## config.mk

```make
export PLATFORM = sky130hd
export DESIGN_NAME = pi_controller
export DESIGN_NICKNAME = d
export VERILOG_FILES = /design/src/rtl/pi_controller.sv
export SDC_FILE = /design/constraint.sdc
export NUM_CORES = 1
export LEC_CHECK = 0
export CORE_UTILIZATION = 55
export DETAILED_ROUTE_END_ITERATION = 8
export DONT_BUFFER_PORTS = 1
export PLACE_DENSITY = 0.7
export SLEW_MARGIN = 10
export SYNTH_ARGS = -nofsm -noshare
export SYNTH_HDL_FRONTEND = slang
export SYNTH_SLANG_ARGS = --single-unit
export TNS_END_PERCENT = 30
```

## constraint.sdc

```tcl
create_clock -name clk -period 29.8 [get_ports clk]
set_input_delay 2.98 -clock clk [delete_from_list [all_inputs] [get_ports clk]]
set_output_delay 2.98 -clock clk [all_outputs]
set_load 0.01 [all_outputs]
```

## src/rtl/pi_controller.sv

```systemverilog
// Pipelined PI controller: rounds a wide sensor sample, forms kp*err + integrator with
// anti-windup, then scales by >>>SHIFT and clamps to a signed DATA_W actuator command.
module pi_controller #(
    parameter int SENSOR_W = 12,
    parameter int DATA_W   = 8,
    parameter int GAIN_W   = 8,
    parameter int ACC_W    = 24,
    parameter int SHIFT    = 10
) (
    input  logic                       clk,
    input  logic                       reset_n,
    input  logic                       sample_valid,
    input  logic [SENSOR_W-1:0]        sensor_reading,
    input  logic [DATA_W-1:0]          setpoint,
    input  logic [GAIN_W-1:0]          kp,
    input  logic [GAIN_W-1:0]          ki,
    input  logic                       integ_clear,
    output logic                       out_valid,
    output logic signed [DATA_W-1:0]   output_setpoint,
    output logic                       saturated,
    output logic signed [ACC_W-1:0]    integ_state
);
    localparam int ERR_W  = DATA_W + 1;
    localparam int PROD_W = ERR_W + GAIN_W + 1;
    localparam int SUM_W  = ACC_W + 1;

    localparam logic signed [SUM_W-1:0] ACC_MAX = {2'b00, {(ACC_W-1){1'b1}}};
    localparam logic signed [SUM_W-1:0] ACC_MIN = {2'b11, {(ACC_W-1){1'b0}}};
    localparam logic signed [SUM_W-1:0] OUT_MAX = {{(SUM_W-DATA_W+1){1'b0}}, {(DATA_W-1){1'b1}}};
    localparam logic signed [SUM_W-1:0] OUT_MIN = {{(SUM_W-DATA_W+1){1'b1}}, {(DATA_W-1){1'b0}}};

    function automatic logic [DATA_W-1:0] round_sample(input logic [SENSOR_W-1:0] x);
        logic [DATA_W-1:0] r;
        r = x[SENSOR_W-1 -: DATA_W];
        if (x[SENSOR_W-DATA_W-1] && (r != {DATA_W{1'b1}}))
            r = r + DATA_W'(1);
        return r;
    endfunction

    function automatic logic signed [ACC_W-1:0] sat_acc(input logic signed [SUM_W-1:0] x);
        if (x > ACC_MAX)
            return ACC_MAX[ACC_W-1:0];
        else if (x < ACC_MIN)
            return ACC_MIN[ACC_W-1:0];
        return x[ACC_W-1:0];
    endfunction

    function automatic logic signed [DATA_W-1:0] sat_out(input logic signed [SUM_W-1:0] x);
        if (x > OUT_MAX)
            return OUT_MAX[DATA_W-1:0];
        else if (x < OUT_MIN)
            return OUT_MIN[DATA_W-1:0];
        return x[DATA_W-1:0];
    endfunction

    logic                     vld_p1, vld_p2, vld_p3;
    logic [DATA_W-1:0]        r_p1, sp_p1;
    logic [GAIN_W-1:0]        kp_p1, ki_p1, kp_p2, ki_p2;
    logic signed [ERR_W-1:0]  err_p2;
    logic signed [PROD_W-1:0] p_c, i_c, p_p3;
    logic signed [ACC_W-1:0]  integ, cand_c, integ_new_c, integ_p3;
    logic signed [SUM_W-1:0]  sum_c, chk_c, hsum_c, s_c;
    logic                     i_pos_c, i_neg_c, hold_c, hold_p3, clamp_c;
    logic signed [DATA_W-1:0] out_c;

    always_comb begin
        p_c = $signed({{(PROD_W-ERR_W){err_p2[ERR_W-1]}}, err_p2})
            * $signed({{(PROD_W-GAIN_W){1'b0}}, kp_p2});
        i_c = $signed({{(PROD_W-ERR_W){err_p2[ERR_W-1]}}, err_p2})
            * $signed({{(PROD_W-GAIN_W){1'b0}}, ki_p2});
        sum_c  = $signed({integ[ACC_W-1], integ})
               + $signed({{(SUM_W-PROD_W){i_c[PROD_W-1]}}, i_c});
        cand_c = sat_acc(sum_c);
        chk_c  = $signed({{(SUM_W-PROD_W){p_c[PROD_W-1]}}, p_c})
               + $signed({cand_c[ACC_W-1], cand_c});
        hsum_c = chk_c >>> SHIFT;
        // Freeze the integrator only while it would push further into the rail it is on
        i_pos_c = !i_c[PROD_W-1] && (i_c != '0);
        i_neg_c = i_c[PROD_W-1];
        hold_c  = (i_pos_c && (hsum_c > OUT_MAX)) || (i_neg_c && (hsum_c < OUT_MIN));
        if (integ_clear)
            integ_new_c = '0;
        else if (hold_c)
            integ_new_c = integ;
        else
            integ_new_c = cand_c;
        s_c = ($signed({{(SUM_W-PROD_W){p_p3[PROD_W-1]}}, p_p3})
             + $signed({integ_p3[ACC_W-1], integ_p3})) >>> SHIFT;
        clamp_c = (s_c > OUT_MAX) || (s_c < OUT_MIN);
        out_c   = sat_out(s_c);
    end

    always_ff @(posedge clk or negedge reset_n) begin
        if (!reset_n) begin
            vld_p1          <= 1'b0;
            vld_p2          <= 1'b0;
            vld_p3          <= 1'b0;
            out_valid       <= 1'b0;
            r_p1            <= '0;
            sp_p1           <= '0;
            kp_p1           <= '0;
            ki_p1           <= '0;
            err_p2          <= '0;
            kp_p2           <= '0;
            ki_p2           <= '0;
            integ           <= '0;
            p_p3            <= '0;
            integ_p3        <= '0;
            hold_p3         <= 1'b0;
            output_setpoint <= '0;
            saturated       <= 1'b0;
            integ_state     <= '0;
        end else begin
            vld_p1    <= sample_valid;
            vld_p2    <= vld_p1;
            vld_p3    <= vld_p2;
            out_valid <= vld_p3;
            // S1: round sensor to DATA_W
            if (sample_valid) begin
                r_p1  <= round_sample(sensor_reading);
                sp_p1 <= setpoint;
                kp_p1 <= kp;
                ki_p1 <= ki;
            end
            // S2: error
            if (vld_p1) begin
                err_p2 <= $signed({1'b0, sp_p1}) - $signed({1'b0, r_p1});
                kp_p2  <= kp_p1;
                ki_p2  <= ki_p1;
            end
            // S3: terms and integrator update; clear wins over any update
            if (integ_clear)
                integ <= '0;
            else if (vld_p2 && !hold_c)
                integ <= cand_c;
            if (vld_p2) begin
                p_p3     <= p_c;
                integ_p3 <= integ_new_c;
                hold_p3  <= hold_c;
            end
            // S4: scale and clamp
            if (vld_p3) begin
                output_setpoint <= out_c;
                saturated       <= clamp_c || hold_p3;
                integ_state     <= integ_p3;
            end
        end
    end
endmodule

```

# Yosys cells after proc, flatten, opt, wreduce, memory -nomap -nowiden
# Cells that the tools add are included.
totals:
  ff_bits: 161
  input_bits: 40
  out_inout_bits: 34
  elab_cells: 59
classes:
  addsub: 5
  multipliers: 2
  n_lt_le_gt_ge: 6
  eq_ne: 1
  n_mux: 15
  reduce_logical: 12
ops:
  columns: ["op", "count"]
  rows:
  - ["$mux W24", 7]
  - ["$add A18 B24 Y25", 2]
  - ["$mul A9 B9 Y18", 2]
  - ["$mux W8", 4]
  - ["$gt A15 B8 Y1 const B", 2]
  - ["$lt A15 B8 Y1 const B", 2]
  - ["$add A24 B18 Y25", 1]
  - ["$gt A25 B24 Y1 const B", 1]
  - ["$lt A25 B24 Y1 const B", 1]
  - ["$reduce_bool A18 Y1", 1]
  - ["$sub A8 B8 Y9", 1]
  - ["$add A8 B1 Y8 const B", 1]
  - ["$ne A8 B8 Y1 const B", 1]
  - ["$logic_and A1 B1 Y1", 5]
  - ["$mux W1", 4]
  - ["$logic_or A1 B1 Y1", 3]
  - ["$logic_not A1 Y1", 2]
  - ["$reduce_bool A2 Y1", 1]

# Longest topological paths before layout
depth:
  ltp_word: 14
  mapped_depth: 47
  depth_no_buf: 43

# Worst setup path after synthesis
# No wires, ideal clock.
synth_path:
  kind: "register to register"
  start: "reg err_p2[8]"
  end: "reg integ_p3[21]"
  setup_time_ns: 0.140
  t_arrival_ns: 9.498
  t_required_ns: 29.660
  slack_ns: 20.162
  path_stages_with_launch: 44
  n_path_buf: 5
  synth_period_minus_slack_ns: 9.638
  path_cell_list: "dfrtp_1 > clkbuf_1 > nand2_1 > inv_1 > fa_1 > inv_1 > fa_1 > inv_1 > fa_1 > inv_1 > fa_1 > inv_1 > ha_1 > o21ai_0 > o21ai_0 > a31oi_1 > o211ai_1 > a21oi_1 > [... 8 more ...] > xnor2_1 > nand2_1 > clkbuf_1 > a21oi_1 > ha_1 > a21oi_1 > o21ai_0 > a21o_1 > a221oi_1 > o2111ai_1 > and3_1 > o22ai_1 > nor4_2 > or3_1 > buf_6 > buf_6 > a21oi_2 > o32ai_2"
synth_via:
  elab_chain_len: 12
  word_cells_on_any_way: 20
  classes_between: "2 x add/sub; 2 x mul; 4 x order compare; 6 x mux; 6 x reduce/logical"
synth_lines:
  columns: ["item", "line", "text"]
  rows:
  - ["start, declared", "59", "logic signed [ERR_W-1:0] err_p2;"]
  - ["start signal, assigned", "127", "err_p2 <= $signed({1'b0, sp_p1}) - $signed({1'b0, r_p1});"]
  - ["$mul A9 B9 Y18", "70", "* $signed({{(PROD_W-GAIN_W){1'b0}}, ki_p2});"]
  - ["$add A24 B18 Y25", "72", "+ $signed({{(SUM_W-PROD_W){i_c[PROD_W-1]}}, i_c});"]
  - ["$lt A25 B24 Y1", "43", "else if (x < ACC_MIN)"]
  - ["$mux W1", "43", null]
  - ["$mux W1", "41", "if (x > ACC_MAX)"]
  - ["$mux W24", "45", "return x[ACC_W-1:0];"]
  - ["$add A18 B24 Y25", "75", "+ $signed({cand_c[ACC_W-1], cand_c});"]
  - ["$gt A15 B8 Y1 or $lt A15 B8 Y1 (tied branches)", "80", "hold_c = (i_pos_c && (hsum_c > OUT_MAX)) || (i_neg_c && (hsum_c < OUT_MIN));"]
  - ["$logic_and A1 B1 Y1", "80", null]
  - ["$logic_or A1 B1 Y1", "80", null]
  - ["$mux W24 *", "83", "else if (hold_c)"]
  - ["$mux W24 *", "81", "if (integ_clear)"]
  - ["end signal, assigned", "138", "integ_p3 <= integ_new_c;"]
  - ["end, declared", "61", "logic signed [ACC_W-1:0] integ, cand_c, integ_new_c, integ_p3;"]
# Mark *: on every way between the ends. The rest lies on a longest branch, timed or not.
# A chain may end at the register's enable or synchronous reset.

# Worst setup path in the final report
layout_path:
  start: "reg err_p2[5]"
  end: "reg integ[3]"
layout_via:
  elab_chain_len: 13
  word_cells_on_any_way: 23
  classes_between: "2 x add/sub; 2 x mul; 4 x order compare; 6 x mux; 9 x reduce/logical"
layout_lines:
  columns: ["item", "line", "text"]
  rows:
  - ["$mul A9 B9 Y18", "70", null]
  - ["$add A24 B18 Y25", "72", null]
  - ["$lt A25 B24 Y1", "43", null]
  - ["$mux W1", "43", null]
  - ["$mux W1", "41", null]
  - ["$mux W24", "45", null]
  - ["$add A18 B24 Y25", "75", null]
  - ["$gt A15 B8 Y1 or $lt A15 B8 Y1 (tied branches)", "80", null]
  - ["$logic_and A1 B1 Y1", "80", null]
  - ["$logic_or A1 B1 Y1", "80", null]
  - ["$logic_not A1 Y1", "134", "else if (vld_p2 && !hold_c)"]
  - ["$logic_and A1 B1 Y1", "134", null]
  - ["$reduce_bool A2 Y1 (no line)", null, null]
  - ["end signal, assigned", "135", "integ <= cand_c;"]
  - ["end, declared", "61", null]
# Several ways; a longest one is shown, not always the timed one. The select of a mux whose other input is x is not followed.

==> impl_metrics.yaml <==
logic_synthesis:
  ys_ff_latch: 161
  yosysUniqueCellTypes: 81
  synthAdderAreaFrac_pct: 27.0
  postSynthCellCount: 1745
  synth.area.mux_share_pct: 6.44
  synth_top_family_by_area: "adder cells"
  yosysMostFrequentCell: "inv_1"
  yosysSeqAreaShare_pct: 25.0
  synth_compound_area_share_pct: 14.2
  post_synth.cell_area_avg_um2: 9.25
  synthXorXnorAreaFrac_pct: 4.40
  synth.cell_area_um2: 16100
  synthTopCellsByArea: "dfrtp_1, fa_1, ha_1, inv_1, mux2_2"
  synth_ff_type: "dfrtp_1"
  synthSimpleGateAreaFrac_pct: 14.7
  synth_warnings: 0
  synth-edff-count: 0
  async_flop_share_pct: 100
  synthesis.nets: 2059
  synth_top_area_cell: "dfrtp_1"
  synth_commonest_cells: "inv_1, dfrtp_1, ha_1"
  synth_top_area_share_pct: 25.0
timing:
  tns_ps: 0
  layout_worst_path_cycle_share_pct: 41.2
  rsz0062_at_grt: "false"
  hold_viol_final: 0
  clock_skew_ps: 25.9
  finalCriticalPeriod_ps: 12280
  finalSetupViolCount: 0
  worst_pin_slew_ps: 1110
  slew_viol_final: 0
  slew_headroom_pct: 25.5
  max_freq_mhz: 81.5
  hold_ws_ps: 488
layout:
  area_growth_pct: 5.14
  nFillCells: 2516
  drive_gt1_share_pct: 8.57
  final_nets: 2016
  antenna_cells: 0
detailed_routing:
  detail-route-antenna-nets: 0
  met2_length_mm: 17.8
  wl_met1_mm: 16.3
  drt_iter0_markers: 813
  viasPerCell: 5.82
  drtPass1Iterations: 5
  highest_layer: "met4"
  routedWlPerCell_um: 17.9
  met3_length_mm: 1.96
  vias: 12214
  wl_mm: 37.6
  drc: 0
clock_tree:
  cts_inserted_buffers: 17
  cts_buffer_depth: 2
  ctsHoldBuffers: 0
  ctsResizeCount: 0
  cts_tree: "built"
  clk_root_buffer_cell: "clkbuf_16"
  htree_levels: 4
  clk_pin_slew_ps: 90
  insertion_delay_ps: 460
  cts_setup_buffers: 0
  cts.sinks: 161
die:
  dieArea_um2: 30000
  num_io_pins: 74
  fp.dieH_um: 173
  initial_core_util_pct: 56.1
  rows: 62
  core_area_um2: 28800
  dieWidth_um: 173
worst_setup_path:
  path_max_fanout: 35
  critPathLaunchType: "register"
  required_ps: 30130
  max_stage_delay_ps: 920
  endpoint_kind: "register"
  cp.arrival_ps: 12600
  critical_path_class: "register to register"
  slowest_stage: "nor2_1"
grt:
  grt_pass1_wl_mm: 62.9
  gr-usage-all-layers_pct: 26.2
  grt_pass1_vias: 12543
  antenna_found_initial: 0
  grt_start_max_net_pins: 162
  gr-total-overflow: 0
run:
  cap_violations: 0
run_status:
  outcome: "finished clean"
place:
  dp_hpwl_mm: 29.0
  place.gp.congestion: 0.920
  port_buffers: 0
hold_path:
  hold_class: "register to register"
## critical path, delay by kind of cell (launching register included)
kind / cells / cell delay (ps)
compound gates: 16 / 3340
xor+xnor: 2 / 690
fa+ha+maj: 7 / 3230
buf+inv: 5 / 610
flops: 1 / 770
simple gates: 10 / 3520
## per-layer routing
metal	track usage [%]	vias up
met5	0	-
met4	11.1	0
met3	4.85	66
met2	43.5	297
met1	33.5	6009
li1	-	5842
## sequential cells by signal, summed over array words and instances, names as in the netlist
signal,flops
vld_p1,1
ki_p2,8
saturated,1
out_valid,1
integ_p3,24
kp_p1,8
p_p3,18
r_p1,8
output_setpoint,8
kp_p2,8
integ,24
sp_p1,8
ki_p1,8
integ_state,24
vld_p2,1
hold_p3,1
vld_p3,1
err_p2,9
## path summary, 6_finish.rpt
check	start	end	slack, ps	cells past startpoint
max	err_p2[5]	integ[3]	17520	40
min	kp_p1[3]	kp_p2[3]	490	1
max reg2reg	err_p2[5]	integ[3]	17520	40
min reg2reg	kp_p1[3]	kp_p2[3]	490	1
max in group asynchronous	reset_n	integ_state[11]	27320	0
min in group asynchronous	reset_n	p_p3[17]	2210	0
## cells by family (layout without fill, tap and decap cells)
group                      Yosys count  in the layout
muxes                               93             93
adders and majority gates          276            276
and+or+nand+nor                    459            459
AOI/OAI and AO/OA                  340            340
DFF                                161            161
xor gates and xnor gates            81             81
buffers and inverters              335            305
## cell type report
type | count | area (µm²) | share of cell area [%]
timing repair buffer | 8 | 60.1 | 0.354
clock inverter | 15 | 190 | 1.12
tap | 384 | 480 | 2.83
sequential | 161 | 4030 | 23.8
clock buffer | 17 | 425 | 2.51
multi-input combinational | 1249 | 10800 | 63.6
inverter | 265 | 995 | 5.86
## stage by stage
stage          setup WS [ps]  instance area [µm²]  util (%)  cells
2_1_floorplan          20160                16100         -   1745
3_3_place_gp           17860                16400      56.8   2067
3_5_place_dp           17860                16400      56.8   2067
4_1_cts                17770                17000      59.0   2099
5_1_grt                16660                17000      59.0   2099
6_report               17520                17000      59.0   2099
## cell usage in the layout, fill, tap and decap left out, drive strengths merged, types with 54 or more instances in the layout
| cell | count |
|---|---|
| a21oi | 107 |
| and2 | 87 |
| dfrtp | 161 |
| fa | 122 |
| ha | 152 |
| inv | 273 |
| mux2 | 87 |
| nand2 | 124 |
| nor2 | 76 |
| o21ai | 55 |
| xnor2 | 54 |
Power is left out: the tool's default activity adds up to more than one toggle a clock period on the data nets, which glitch-free logic cannot reach.
